===== src/rtl/fb_arb_pkg.sv =====
// Shared definitions for the frame-buffer port arbiter: FSM state codes,
// owner codes, default widths and the arbitration decision function.
package fb_arb_pkg;

    localparam int DEF_ADDR_WIDTH = 16;
    localparam int DEF_DATA_WIDTH = 16;
    localparam int DEF_MAX_WAIT   = 8;

    typedef enum logic [1:0] {
        ST_IDLE  = 2'd0,
        ST_ISSUE = 2'd1,
        ST_WAIT  = 2'd2,
        ST_RESP  = 2'd3
    } arb_state_e;

    typedef enum logic {
        OWN_VGA = 1'b0,
        OWN_CPU = 1'b1
    } owner_e;

    // Pick the winner of one arbitration round. A lone requester always wins;
    // on contention the CPU wins only when starved or during blanking.
    function automatic owner_e pick_owner(
        input logic vga_req,
        input logic cpu_req,
        input logic vga_active,
        input logic starve_hit
    );
        owner_e win;
        if (vga_req && cpu_req) begin
            if (starve_hit || !vga_active) begin
                win = OWN_CPU;
            end else begin
                win = OWN_VGA;
            end
        end else if (cpu_req) begin
            win = OWN_CPU;
        end else begin
            win = OWN_VGA;
        end
        return win;
    endfunction

endpackage


===== src/rtl/fb_port_arbiter_if.sv =====
// Bundle of the VGA requester, CPU requester and RAM port signals.
// slave is the arbiter's view, master is the environment's view.
interface fb_port_arbiter_if #(
    parameter int ADDR_WIDTH = fb_arb_pkg::DEF_ADDR_WIDTH,
    parameter int DATA_WIDTH = fb_arb_pkg::DEF_DATA_WIDTH
);
    logic                  vga_active;
    logic                  vga_req;
    logic [ADDR_WIDTH-1:0] vga_addr;
    logic                  vga_ack;
    logic [DATA_WIDTH-1:0] vga_rdata;

    logic                  cpu_req;
    logic                  cpu_we;
    logic [ADDR_WIDTH-1:0] cpu_addr;
    logic [DATA_WIDTH-1:0] cpu_wdata;
    logic                  cpu_ack;
    logic [DATA_WIDTH-1:0] cpu_rdata;

    logic [ADDR_WIDTH-1:0] mem_addr;
    logic [DATA_WIDTH-1:0] mem_wdata;
    logic                  mem_we;
    logic [DATA_WIDTH-1:0] mem_rdata;

    modport slave (
        input  vga_active, vga_req, vga_addr,
        output vga_ack, vga_rdata,
        input  cpu_req, cpu_we, cpu_addr, cpu_wdata,
        output cpu_ack, cpu_rdata,
        output mem_addr, mem_wdata, mem_we,
        input  mem_rdata
    );

    modport master (
        output vga_active, vga_req, vga_addr,
        input  vga_ack, vga_rdata,
        output cpu_req, cpu_we, cpu_addr, cpu_wdata,
        input  cpu_ack, cpu_rdata,
        input  mem_addr, mem_wdata, mem_we,
        output mem_rdata
    );
endinterface


===== src/rtl/fb_starve_timer.sv =====
// Saturating count of cycles the CPU has been kept waiting. hit tells the
// arbiter the CPU must win the next contended round.
module fb_starve_timer #(
    parameter int MAX_WAIT = 8
) (
    input  logic clk,
    input  logic reset,
    input  logic inc,
    input  logic clr,
    output logic hit
);
    localparam logic [7:0] MAX_CNT = 8'(MAX_WAIT);

    logic [7:0] wait_cnt_r;

    // Count waiting cycles up to MAX_CNT; clearing takes precedence
    always_ff @(posedge clk) begin
        if (!reset) begin
            wait_cnt_r <= 8'd0;
        end else if (clr) begin
            wait_cnt_r <= 8'd0;
        end else if (inc && (wait_cnt_r != MAX_CNT)) begin
            wait_cnt_r <= wait_cnt_r + 8'd1;
        end else begin
            wait_cnt_r <= wait_cnt_r;
        end
    end

    assign hit = (wait_cnt_r == MAX_CNT);

endmodule


===== src/rtl/fb_port_arbiter.sv =====
// Shares one synchronous-read RAM port between the VGA glyph fetch and the
// CPU. Every access is a fixed IDLE/ISSUE/WAIT/RESP sequence; arbitration
// happens only in IDLE and all RAM-facing and requester outputs are registered.
module fb_port_arbiter
    import fb_arb_pkg::*;
#(
    parameter int ADDR_WIDTH = DEF_ADDR_WIDTH,
    parameter int DATA_WIDTH = DEF_DATA_WIDTH,
    parameter int MAX_WAIT   = DEF_MAX_WAIT
) (
    input  logic             clk,
    input  logic             reset,
    fb_port_arbiter_if.slave bus
);
    arb_state_e            state_r;
    arb_state_e            state_nxt_s;
    owner_e                owner_r;
    owner_e                grant_s;
    logic                  take_s;
    logic                  starve_hit_s;
    logic                  inc_s;
    logic                  clr_s;
    logic                  op_we_r;

    logic [ADDR_WIDTH-1:0] mem_addr_r;
    logic [DATA_WIDTH-1:0] mem_wdata_r;
    logic                  mem_we_r;
    logic                  vga_ack_r;
    logic                  cpu_ack_r;
    logic [DATA_WIDTH-1:0] vga_rdata_r;
    logic [DATA_WIDTH-1:0] cpu_rdata_r;

    fb_starve_timer #(
        .MAX_WAIT (MAX_WAIT)
    ) u_timer (
        .clk   (clk),
        .reset (reset),
        .inc   (inc_s),
        .clr   (clr_s),
        .hit   (starve_hit_s)
    );

    // Decide the winner and drive the starvation counter controls
    always_comb begin
        grant_s = pick_owner(bus.vga_req, bus.cpu_req, bus.vga_active, starve_hit_s);
        take_s  = 1'b0;
        inc_s   = 1'b0;
        clr_s   = 1'b0;
        if (state_r == ST_IDLE) begin
            take_s = bus.vga_req | bus.cpu_req;
        end else begin
            take_s = 1'b0;
        end
        // The CPU is not waiting while its own transaction is in flight
        if (bus.cpu_req && !((state_r != ST_IDLE) && (owner_r == OWN_CPU))) begin
            inc_s = 1'b1;
        end else begin
            inc_s = 1'b0;
        end
        if (!bus.cpu_req || (take_s && (grant_s == OWN_CPU))) begin
            clr_s = 1'b1;
        end else begin
            clr_s = 1'b0;
        end
    end

    // Next-state logic for the fixed four-cycle transaction
    always_comb begin
        state_nxt_s = state_r;
        case (state_r)
            ST_IDLE: begin
                if (take_s) begin
                    state_nxt_s = ST_ISSUE;
                end else begin
                    state_nxt_s = ST_IDLE;
                end
            end
            ST_ISSUE: state_nxt_s = ST_WAIT;
            ST_WAIT:  state_nxt_s = ST_RESP;
            ST_RESP:  state_nxt_s = ST_IDLE;
            default:  state_nxt_s = ST_IDLE;
        endcase
    end

    // FSM state register
    always_ff @(posedge clk) begin
        if (!reset) begin
            state_r <= ST_IDLE;
        end else begin
            state_r <= state_nxt_s;
        end
    end

    // Latch the winner's request onto the RAM port; the write strobe lasts one cycle
    always_ff @(posedge clk) begin
        if (!reset) begin
            owner_r     <= OWN_VGA;
            op_we_r     <= 1'b0;
            mem_addr_r  <= {ADDR_WIDTH{1'b0}};
            mem_wdata_r <= {DATA_WIDTH{1'b0}};
            mem_we_r    <= 1'b0;
        end else begin
            case (state_r)
                ST_IDLE: begin
                    if (take_s) begin
                        owner_r <= grant_s;
                        if (grant_s == OWN_CPU) begin
                            mem_addr_r  <= bus.cpu_addr;
                            mem_wdata_r <= bus.cpu_wdata;
                            mem_we_r    <= bus.cpu_we;
                            op_we_r     <= bus.cpu_we;
                        end else begin
                            // VGA only reads; leave mem_wdata as it was
                            mem_addr_r  <= bus.vga_addr;
                            mem_we_r    <= 1'b0;
                            op_we_r     <= 1'b0;
                        end
                    end
                end
                ST_ISSUE: mem_we_r <= 1'b0;
                default: begin
                end
            endcase
        end
    end

    // Capture read data for the owner and pulse its ack for the RESP cycle
    always_ff @(posedge clk) begin
        if (!reset) begin
            vga_ack_r   <= 1'b0;
            cpu_ack_r   <= 1'b0;
            vga_rdata_r <= {DATA_WIDTH{1'b0}};
            cpu_rdata_r <= {DATA_WIDTH{1'b0}};
        end else begin
            case (state_r)
                ST_WAIT: begin
                    if (owner_r == OWN_CPU) begin
                        cpu_ack_r <= 1'b1;
                        if (!op_we_r) begin
                            cpu_rdata_r <= bus.mem_rdata;
                        end
                    end else begin
                        vga_ack_r   <= 1'b1;
                        vga_rdata_r <= bus.mem_rdata;
                    end
                end
                ST_RESP: begin
                    vga_ack_r <= 1'b0;
                    cpu_ack_r <= 1'b0;
                end
                default: begin
                end
            endcase
        end
    end

    assign bus.mem_addr  = mem_addr_r;
    assign bus.mem_wdata = mem_wdata_r;
    assign bus.mem_we    = mem_we_r;
    assign bus.vga_ack   = vga_ack_r;
    assign bus.vga_rdata = vga_rdata_r;
    assign bus.cpu_ack   = cpu_ack_r;
    assign bus.cpu_rdata = cpu_rdata_r;

endmodule


===== src/flat_wrapper.sv =====
// flat-port wrapper written by rule: the top's interface ports become plain ports
module fb_port_arbiter_flat import fb_arb_pkg::*;
#(
    parameter int ADDR_WIDTH = DEF_ADDR_WIDTH,
    parameter int DATA_WIDTH = DEF_DATA_WIDTH,
    parameter int MAX_WAIT   = DEF_MAX_WAIT
)
  (clk, reset, bus_vga_active, bus_vga_req, bus_vga_addr, bus_vga_ack, bus_vga_rdata, bus_cpu_req, bus_cpu_we, bus_cpu_addr, bus_cpu_wdata, bus_cpu_ack, bus_cpu_rdata, bus_mem_addr, bus_mem_wdata, bus_mem_we, bus_mem_rdata);
  fb_port_arbiter_if #(.ADDR_WIDTH(ADDR_WIDTH), .DATA_WIDTH(DATA_WIDTH)) bus_i ();
  input  logic clk;
  input  logic reset;
  input wire logic [$bits(bus_i.vga_active)-1:0] bus_vga_active;
  input wire logic [$bits(bus_i.vga_req)-1:0] bus_vga_req;
  input wire logic [$bits(bus_i.vga_addr)-1:0] bus_vga_addr;
  output wire logic [$bits(bus_i.vga_ack)-1:0] bus_vga_ack;
  output wire logic [$bits(bus_i.vga_rdata)-1:0] bus_vga_rdata;
  input wire logic [$bits(bus_i.cpu_req)-1:0] bus_cpu_req;
  input wire logic [$bits(bus_i.cpu_we)-1:0] bus_cpu_we;
  input wire logic [$bits(bus_i.cpu_addr)-1:0] bus_cpu_addr;
  input wire logic [$bits(bus_i.cpu_wdata)-1:0] bus_cpu_wdata;
  output wire logic [$bits(bus_i.cpu_ack)-1:0] bus_cpu_ack;
  output wire logic [$bits(bus_i.cpu_rdata)-1:0] bus_cpu_rdata;
  output wire logic [$bits(bus_i.mem_addr)-1:0] bus_mem_addr;
  output wire logic [$bits(bus_i.mem_wdata)-1:0] bus_mem_wdata;
  output wire logic [$bits(bus_i.mem_we)-1:0] bus_mem_we;
  input wire logic [$bits(bus_i.mem_rdata)-1:0] bus_mem_rdata;
  assign bus_i.vga_active = bus_vga_active;
  assign bus_i.vga_req = bus_vga_req;
  assign bus_i.vga_addr = bus_vga_addr;
  assign bus_vga_ack = bus_i.vga_ack;
  assign bus_vga_rdata = bus_i.vga_rdata;
  assign bus_i.cpu_req = bus_cpu_req;
  assign bus_i.cpu_we = bus_cpu_we;
  assign bus_i.cpu_addr = bus_cpu_addr;
  assign bus_i.cpu_wdata = bus_cpu_wdata;
  assign bus_cpu_ack = bus_i.cpu_ack;
  assign bus_cpu_rdata = bus_i.cpu_rdata;
  assign bus_mem_addr = bus_i.mem_addr;
  assign bus_mem_wdata = bus_i.mem_wdata;
  assign bus_mem_we = bus_i.mem_we;
  assign bus_i.mem_rdata = bus_mem_rdata;
  fb_port_arbiter #(.ADDR_WIDTH(ADDR_WIDTH), .DATA_WIDTH(DATA_WIDTH), .MAX_WAIT(MAX_WAIT)) u_core (.clk(clk), .reset(reset), .bus(bus_i));
endmodule

===== config.mk =====
export PLATFORM = sky130hd
export DESIGN_NAME = fb_port_arbiter_flat
export DESIGN_NICKNAME = d
export VERILOG_FILES = /design/src/rtl/fb_arb_pkg.sv /design/src/rtl/fb_port_arbiter_if.sv /design/src/rtl/fb_starve_timer.sv /design/src/rtl/fb_port_arbiter.sv /design/src/flat_wrapper.sv
export SDC_FILE = /design/constraint.sdc
export NUM_CORES = 1
export LEC_CHECK = 0
export ABC_AREA = 1
export CORE_MARGIN = 5
export CORE_UTILIZATION = 39
export DETAILED_ROUTE_END_ITERATION = 10
export PLACE_DENSITY = 0.76
export SLEW_MARGIN = 5
export SYNTH_ARGS = -nofsm -noshare
export SYNTH_HDL_FRONTEND = slang
export SYNTH_SLANG_ARGS = --single-unit

===== constraint.sdc =====
create_clock -name clk -period 1.6 [get_ports clk]
set_input_delay 0.4 -clock clk [delete_from_list [all_inputs] [get_ports clk]]
set_output_delay 0.4 -clock clk [all_outputs]
set_load 0.1 [all_outputs]

==> results.md, run 1 <==
- Status: completed
- Worst Setup Path Type: reg2reg
- Worst hold path class: reg2reg
- CP cell instances: inv_1, ha_1, nand3_2, o21ai_4, buf_12, buf_12, nand4_1, a21oi_2
- Port bufs: 136
- Iteration-0 DRC Markers: 138
- Final instance area: 6047 sq um
- Fmax: 0.6596 GHz
- Hold Fails Final Rpt: 0
- IO Count: 137
- DRC: 0
- Area grow syn2layout: 77.29%
- Dpl cells: 710
- CTS tree: yes
- Maximum clock path buffer count: 2
- Core box area: 8636 sq um
- Largest net degree at the start of global routing: 38
- Post-synthesis sequential area ratio: 0.4637
- HPWL reported at the end of detailed placement: 7800 um
- Hold buffers post-CTS: 0
- Mapped Cells: 472
- GR Util met1: 0.2211
- GR Layer Usage met3: 0.08644
- Final WL: 10600 um
- CP delay by family, top: compound AO/OA/AOI/OAI gates
- Post-place instance area: 5670 sq um
- Layout Skew: ~0.0065 ns
- Global route overflow: 0
- Synth Warn #: 0
- Num CTS Buffers: 9
- RSZ-0062 raised after global routing: true
- Number of distinct library cells after synthesis: 25
- Routability cong.: 0.8033
- VDD IR-drop max: 0.9120 mV
- Htree depth: 3
- Buf+Inv Stages, Crit Path: 3
- Max cap viols: 0
- Clock Root Buffer: clkbuf_8
- Critical Path Source Type: register
- Fin crit share: 0.9476
- Die ar.: 10720 sq um
- Syn Std Cell Area: 3411 sq um
- Via count: 3571
- Detailed Routing Iterations Pass 1: 4
- P_leak: between 2 and 3 nW
- Setup ws final: 0.08384 ns
- Crit-path max FO: 16
- Most used cell, CP: buf_12
- Crit path arrival time: 1.79 ns
- Min cycle time layout: ~1.5 ns
- Clock-pin slew on the worst setup and hold paths: 0.08 ns
- M2 GR Usage: 0.3402
- Vias per std cell: 4.892
- Register bit count reported by yosys: 79
- Syn Nets: 549
- Routed WL per cell: between 10 and 15 um
- Die Y: just over 100 um
- Worst-Skew Late Latency: 0.35 ns
- Vias in the first global route: 3626
- # setup viols final: 0
- Site Rows: 34
- Die Wd: 103.5 um
- Starting Density: 0.3950
- Pwr/cell area: 1836 nW/um^2
- Initial antenna violation count: 0
- Mapped Avg Cell Area: about 7.2 sq um
- CP required: 1.88 ns
- CP peak stage delay: 0.33 ns
- GRT Overall Usage: 0.1962
- Max-slew violation count: 0
- Worst path slowest cell: dfxtp_1
- ANT nets after route: 0
- Dpl ws: -0.1706 ns
- Power, Total: ~11 mW
- Number of inserted diodes: 0
- First-pass GRT wire length: 17670 um
- Fin nets: between 600 and 700
- GR peak layer: met2
- Num Clock Sinks: 79
- Layout cell share with drive strength beyond 1: 0.1929
- Worst Setup End Kind: register
- Non-filler cells in the finished layout: 730
- Min Hold Slack: just under 0.5 ns
- Actual slew at the worst max-slew pin: 0.2266 ns
- Relative slew slack: 0.8487
[logic make-up (layout without fill, tap and decap cells)]
group	count (synthesis)	count (layout)	synth area share
AND/OR/NAND/NOR	250	250	0.3126
flip-flops	79	79	0.4637
buffers and inverters	68	218	0.08877
AO/OA/AOI/OAI	64	64	0.09905
adder cells (fa/ha/maj)	7	7	0.02568
XOR/XNOR	4	4	0.01027
[per-layer routing]
layer / up-vias / part of all wire
li1: 1797 / -
met1: 1638 / 0.40
met2: 125 / 0.49
met3: 11 / 0.094
met4: 0 / 0.011
met5: - / 0
[through the flow]
step | TNS (ns) | utilization
after floorplan | 0 | -
after global placement | -4.393 | 0.6566
after detailed placement | -5.641 | 0.6566
after CTS | 0 | 0.6911
after global routing | -0.04951 | 0.7002
final | 0 | 0.7002
[report_power, final]
part	internal (mW)	total, mW	switching (mW)
Sequential	2.39	2.84	0.445
Combinational	2.28	6.30	4.02
Clock	1.24	1.96	0.722
Total	5.91	11.1	5.19
[area by class of cell]
cell class / instances / area (sq um)
clock inverters: 5 / 128.9
well taps: 108 / 135.1
repair buffers: 160 / 2337
clock buffers: 11 / 141.4
multi-input cells: 325 / 1562
inverters: 42 / 161.4
flip-flops and latches: 79 / 1582
fillers: 663 / 2589
[state kept, by name, summed over array words and instances (netlist names)]
signal / cells
u_core.bus.mem_wdata: 16
u_core.bus.cpu_ack: 1
u_core.bus.vga_ack: 1
u_core.op_we_r: 1
u_core.bus.mem_addr: 16
u_core.state_r: 2
u_core.owner_r: 1
u_core.bus.mem_we: 1
u_core.bus.vga_rdata: 16
u_core.u_timer.wait_cnt_r: 8
u_core.bus.cpu_rdata: 16
[placed cells by master (no fill, tap or decap), types with 13 or more instances in the layout]
cell type and instances:
nand4_1 18, inv_1 37, a21oi_1 20, o21ai_0 39, clkdlybuf4s50_1 69, dfxtp_1 79, buf_12 75, nor2_1 109
nand3_1 37, nand2_1 80, buf_4 13
[cell usage after synthesis]
cell type,instances,share of area
a211oi_1,1,0.0022
xor2_1,2,0.0051
nand4_1,18,0.033
buf_6,5,0.017
xnor2_1,2,0.0051
nand3_1,37,0.054
o21ai_0,39,0.057
nor2_1,110,0.12
nand2_1,80,0.088
clkbuf_1,11,0.012
buf_4,1,0.0022
clkinv_1,2,0.0022
inv_1,40,0.044
nand2_4,1,0.0033
nand3_4,1,0.0051
a21oi_2,1,0.0026
a21oi_1,21,0.031
buf_1,4,0.0044
nor2_2,1,0.0018
buf_2,5,0.0073
nand3_2,2,0.0059
ha_1,7,0.026
o21ai_1,1,0.0015
dfxtp_1,79,0.46
o21ai_4,1,0.0048
[path summary, 6_finish.rpt]
check	from	to	slack [ns]	depth (start not counted)
hold reg to reg	u_core.bus.mem_wdata[9]$_SDFFE_PN0P_	u_core.bus.mem_wdata[9]$_SDFFE_PN0P_	0.50	2
setup / recovery	u_core.u_timer.wait_cnt_r[1]$_SDFFE_PP0P_	u_core.bus.mem_wdata[4]$_SDFFE_PN0P_	0.08	8
hold / removal	u_core.bus.mem_wdata[9]$_SDFFE_PN0P_	u_core.bus.mem_wdata[9]$_SDFFE_PN0P_	0.50	2
setup reg to reg	u_core.u_timer.wait_cnt_r[1]$_SDFFE_PP0P_	u_core.bus.mem_wdata[4]$_SDFFE_PN0P_	0.08	8
[worst reg2reg max path: stages, from the launching register on]
cell,delay (ns)
dfxtp_1,0.33
inv_1,0.07
ha_1,0.16
nand3_2,0.10
o21ai_4,0.20
buf_12,0.15
buf_12,0.14
nand4_1,0.12
a21oi_2,0.17
[repair_timing]
action	CTS	global route
setup endpoints to repair	26	57
setup buffers	2	1
gates resized for setup	0	12
cloned	0	1
pin swaps	1	2
(Power assumes the default switching activity.)
==> run 2, diff against run 1 <==
- CAP_MARGIN: not set -> 20
==> results of run 2 <==
Same layout as run 1: the final DEF is identical, and so are final timing and power.
==> RTL edit 1 (flow settings as in run 1) <==
The 4 states of `arb_state_e` get a one-hot encoding in 4 bits.
--- a/src/rtl/fb_arb_pkg.sv
+++ b/src/rtl/fb_arb_pkg.sv
@@ -7,9 +7,9 @@
     localparam int DEF_MAX_WAIT   = 8;
 
-    typedef enum logic [1:0] {
-        ST_IDLE  = 2'd0,
-        ST_ISSUE = 2'd1,
-        ST_WAIT  = 2'd2,
-        ST_RESP  = 2'd3
+    typedef enum logic [3:0] {
+        ST_IDLE  = 4'b0001,
+        ST_ISSUE = 4'b0010,
+        ST_WAIT  = 4'b0100,
+        ST_RESP  = 4'b1000
     } arb_state_e;
 
Behaviour: same outputs for any inputs over 10 cycles, from zero or initial values and one cycle with reset low; not proved beyond that.
==> RTL edit 1 against run 1 <==
Count of clock-buffer cells in the layout shrank 1. Sequential cell count grew 2. Routed wire length grew 2.9%. Clock skew is essentially flat. Worst setup slack gained 0.015 ns. Via count grew 3.7%. Worst hold slack lost 0.092 ns. Synthesized area grew 1.1%. Final area shrank 1.6%. Global-route usage grew 0.088 points. Critical endpoint is now u_core.bus.mem_wdata[12].
Power is not compared: it rests on default switching activity, and its combinational part moved more than twofold at a synthesized area within 25%.
==> RTL edit 1: results (changes against run 1) <==
Outcome
  • Status: complete, no violations

Global routing
  • M3 GR Usage: 6.89% (-1.8 points)
  • Vias in the first global route: 3728 (+2.8%)
  • Largest net degree at the start of global routing: 48 (+26%)
  • First-pass GRT wire length: 17600 um (-0.58%)
  • Met1 Usage GRT: 21.7% (-0.36 points)
  • Met2 Use GR: 34.6% (+0.59 points)
  • Total GRT Usage: 19.7% (+0.088 points)

Worst hold path
  • HP Class: in2reg

Setup path
  • Crit path DAT: 1.74 ns (-0.05 ns)
  • Slowest CP cell: dfxtp_2
  • RR Startpoint: u_core.u_timer.wait_cnt_r[0]
  • Critical path's top delay family: buffers and inverters

Layout
  • Nets@finish: 688 (-0.86%)
  • Layout cell share with drive strength beyond 1: 20.5% (+1.2 points)

Synthesis
  • Synth area leaders: dfxtp_1 47%, a21oi_1 11%, nand2_1 11%, nand3_1 7.5%, nor2_1 5.1%
  • List of most frequent post-synthesis cells: 101 x nand2_1, 81 x dfxtp_1, 77 x a21oi_1
  • Synth Area in Adders: 0.726% (-1.8 points)
  • Synth Area per Inst: 7.30 um2 (+1.1%)
  • XOR/XNOR Fraction of Synth Area: 1.27% (+0.24 points)
  • Synth unique cells: 26 (+4.0%)
  • Syn Nets: 544 (-0.91%)

STA
  • Clk_skew: 0.00661 ns (+0.000109 ns)
  • Max-slew headroom: 73.8% (-11 points)
  • Worst Setup Slack, final: 0.0986 ns (+0.0148 ns)

Placed design
  • Final Wtd Congestion: 0.844 (+5.1%)
  • Placed Area: 5700 um2 (+0.44%)
  • Pre-CTS setup slack: -0.159 ns (+0.0112 ns)
  • Placed Cells: 709 (-0.14%)

Route
  • Vias: 3702 (+3.7%)
  • Post-Route M1 WL: 4130 um (-3.3%)
-- RTL edit 1: changes by cell type after synthesis, moves of 2 or more --
cell / run 1 / this run
buf_2: 5 / 13
o21ai_0: 39 / 15
nor2_1: 110 / 47
ha_1: 7 / 2
dfxtp_1: 79 / 81
a21oi_1: 21 / 77
nor2_4: 0 / 2
nand3_1: 37 / 52
buf_6: 5 / 2
xor2_1: 2 / 4
inv_1: 40 / 30
inv_2: 0 / 4
nand2_1: 80 / 101
-- RTL edit 1: layout make-up --
type,instances,area (um2)
multi-input combinational,326,1570
inverter,35,131
tap,108,135
timing repair buffer,163,2310
clock buffer,10,138
sequential,81,1620
clock inverter,6,43.8
fill,684,2730
-- RTL edit 1: cells by family after synthesis --
| group | Yosys count |
|---|---|
| buf+inv | 65 |
| xor+xnor | 5 |
| compound gates | 95 |
| fa+ha+maj | 2 |
| simple gates | 224 |
| flops | 81 |
-- RTL edit 1: worst min-delay path, delay by kind of cell --
family	cells	cell delay, ns
buffers and inverters	1	0.14
AND/OR/NAND/NOR	1	0.10
AO/OA/AOI/OAI	1	0.07
-- RTL edit 1: worst min path at each step --
stage	depth (start not counted)	endpoint	start	slack (ns)
CTS	3	u_core.bus.mem_wdata[0]	bus_cpu_req	0.40
global placement	2	u_core.op_we_r	u_core.op_we_r	0.46
floorplan	2	u_core.op_we_r	u_core.op_we_r	0.45
finish	3	u_core.bus.mem_wdata[0]	bus_cpu_req	0.40
detailed placement	2	u_core.op_we_r	u_core.op_we_r	0.46
global route	3	u_core.bus.mem_wdata[1]	bus_cpu_req	0.39
-- RTL edit 1: timing repair --
item                                    in CTS  in global routing
buffers inserted                             0                  4
gates resized for setup                      1                 14
hold buffers                                 0                  0
endpoints found under the setup margin      10                 37
endpoints found under the hold margin        0                  0
pin swaps                                    1                  5
==> RTL edit 2 (config.mk and constraints of run 1) <==
Made on the original files. Change the package constant `DEF_ADDR_WIDTH` from 16 to 18.
--- a/src/rtl/fb_arb_pkg.sv
+++ b/src/rtl/fb_arb_pkg.sv
@@ -3,5 +3,5 @@
 package fb_arb_pkg;
 
-    localparam int DEF_ADDR_WIDTH = 16;
+    localparam int DEF_ADDR_WIDTH = 18;
     localparam int DEF_DATA_WIDTH = 16;
     localparam int DEF_MAX_WAIT   = 8;
Interface: changed (resized bus_cpu_addr, bus_mem_addr and bus_vga_addr); port bits go from 137 to 143. The function was not compared with the original's and may differ.
==> RTL edit 2 against run 1 <==
Combinational power grew 11%. Final area grew 4.6%. Synthesized cell count grew 3.4%. Synthesized area grew 2.3%. Routed wire length grew 14%. Sequential cell count grew 2. Via count grew 7.9%. Worst setup slack lost 0.041 ns. First-iteration DRC count grew 32%. Worst hold slack gained 0.0039 ns. Critical path type unchanged. Highest routed layer unchanged. Power grew 3.1%.
==> RTL edit 2: results (changes against run 1) <==
STA
  • Max frequency: 642 MHz (-2.7%)
  • Slew @ Worst Pin: 0.469 ns (+0.242 ns)
  • Clk_skew: 0.0120 ns (+0.00555 ns)

Synthesis
  • Synth Area in Compound Gates: 9.68% (-0.22 points)
  • Synth area leaders: dfxtp_1 46%, nor2_1 12%, nand2_1 9.0%, nand3_1 5.9%, o21ai_0 5.6%
  • List of most frequent post-synthesis cells: 115 x nor2_1, 84 x nand2_1, 81 x dfxtp_1
  • Post-synth ARST share: 0% (unchanged)
  • Synth Area per Inst: 7.15 um2 (-1.1%)
  • Share of the yosys chip area belonging to registers: 46.5% (+0.12 points)
  • Synth Area in Adders: 2.51% (-0.057 points)
  • XOR/XNOR Fraction of Synth Area: 1.00% (-0.023 points)
  • Syn Nets: 569 (+3.6%)

Placed design
  • Placed Area: 5900 um2 (+4.0%)
  • Final Wtd Congestion: 0.887 (+10%)
  • Pre-CTS setup slack: -0.216 ns (-0.0450 ns)
  • Detailed placement HPWL: 8760 um (+12%)
  • Port buffer count: 142 (+4.4%)
  • Placed Cells: 743 (+4.6%)

Setup path
  • Worst r2r path cells: 9 (+1)
  • Critical path's top delay family: buffers and inverters
  • Crit. Startpoint: u_core.u_timer.wait_cnt_r[1]
  • Worst setup path endpoint: u_core.bus.mem_wdata[14]
  • Worst R2R Setup Slack: 0.04 ns (-0.04 ns)
  • Crit Path Max Fanout: 5 (-11)
  • Slowest CP cell: dfxtp_2

Route
  • Vias: 3853 (+7.9%)
  • Initial drt markers: 182 (+32%)
  • Drt first pass iters: 5 (+1)
  • Final WL: 12100 um (+14%)

Global routing
  • Total GRT Usage: 20.7% (+1.1 points)
  • First-pass GRT wire length: 18900 um (+6.7%)
  • Vias in the first global route: 3817 (+5.3%)
  • Largest net degree at the start of global routing: 39 (+2.6%)

Layout
  • Multi-input combinational area share: 26.3% (+0.51 points)
  • Seq/total area: 25.7% (-0.44 points)
  • # clk buffers: 10 (-1)
  • FF+latch area: 1630 um2 (+2.8%)
  • Layout cell share with drive strength beyond 1: 24.3% (+5.0 points)
  • Clock-cell share of area: 3.24% (-1.2 points)
  • Antenna fix cells: 0 (unchanged)
  • Util after Layout: 72.5% (+2.5 points)
  • Buffering overhead: 39.9% (+1.2 points)
  • Invs w/o clock: 44 (+4.8%)
  • Nets@finish: 734 (+5.8%)
  • FF+latch count: 81 (+2.5%)
  • Multi-In Gates: 338 (+4.0%)
  • Final-layout fill cell count: 647 (-2.4%)
  • Number of non-clock buffers in the layout: 179 (+12%)
  • Cell Count, Final, Fillers Out: 766 (+4.9%)

Outcome
  • Status: complete, no violations

Worst hold path
  • Hold path startpoint: u_core.op_we_r

Clock network
  • PostCTS Resize Cnt: 2 (+2)
  • Post-CTS Setup Bufs: 0 (-2)

Power
  • Sequential power: 2930 uW (+3%)
  • Cell internal pwr: 5860 uW (-0.83%)
  • Design Power: 11500 uW (+3.1%)
  • P_clk: 1550 uW (-21%)
  • Leak: 0.00273 uW (+5.6%)
  • Worst IR Drop VDD: 0.00104 V (+14%)
RTL edit 2: changes by cell type after synthesis:
| cell | delta |
|---|---|
| nor2_1 | +5 |
| dfxtp_1 | +2 |
| nor2_2 | -1 |
| clkinv_1 | -1 |
| buf_1 | -2 |
| buf_6 | -4 |
| buf_2 | +1 |
| nand2_1 | +4 |
| inv_2 | +3 |
| nand3_1 | +4 |
| buf_4 | +3 |
| clkbuf_1 | +2 |
RTL edit 2: worst min-delay path by stage:
stage	end	slack, ns
floorplan	u_core.op_we_r	0.45
global placement	u_core.op_we_r	0.48
detailed placement	u_core.op_we_r	0.48
CTS	u_core.op_we_r	0.49
global route	u_core.op_we_r	0.53
finish	u_core.op_we_r	0.50
RTL edit 2: per-layer routing:
layer | up-vias | global-route usage (%) | part of all wire (%)
li1 | 1893 | - | -
met1 | 1763 | 23.9 | 38
met2 | 181 | 34.4 | 49
met3 | 16 | 10.5 | 12
met4 | 0 | 4.84 | 1.4
met5 | - | 0 | 0
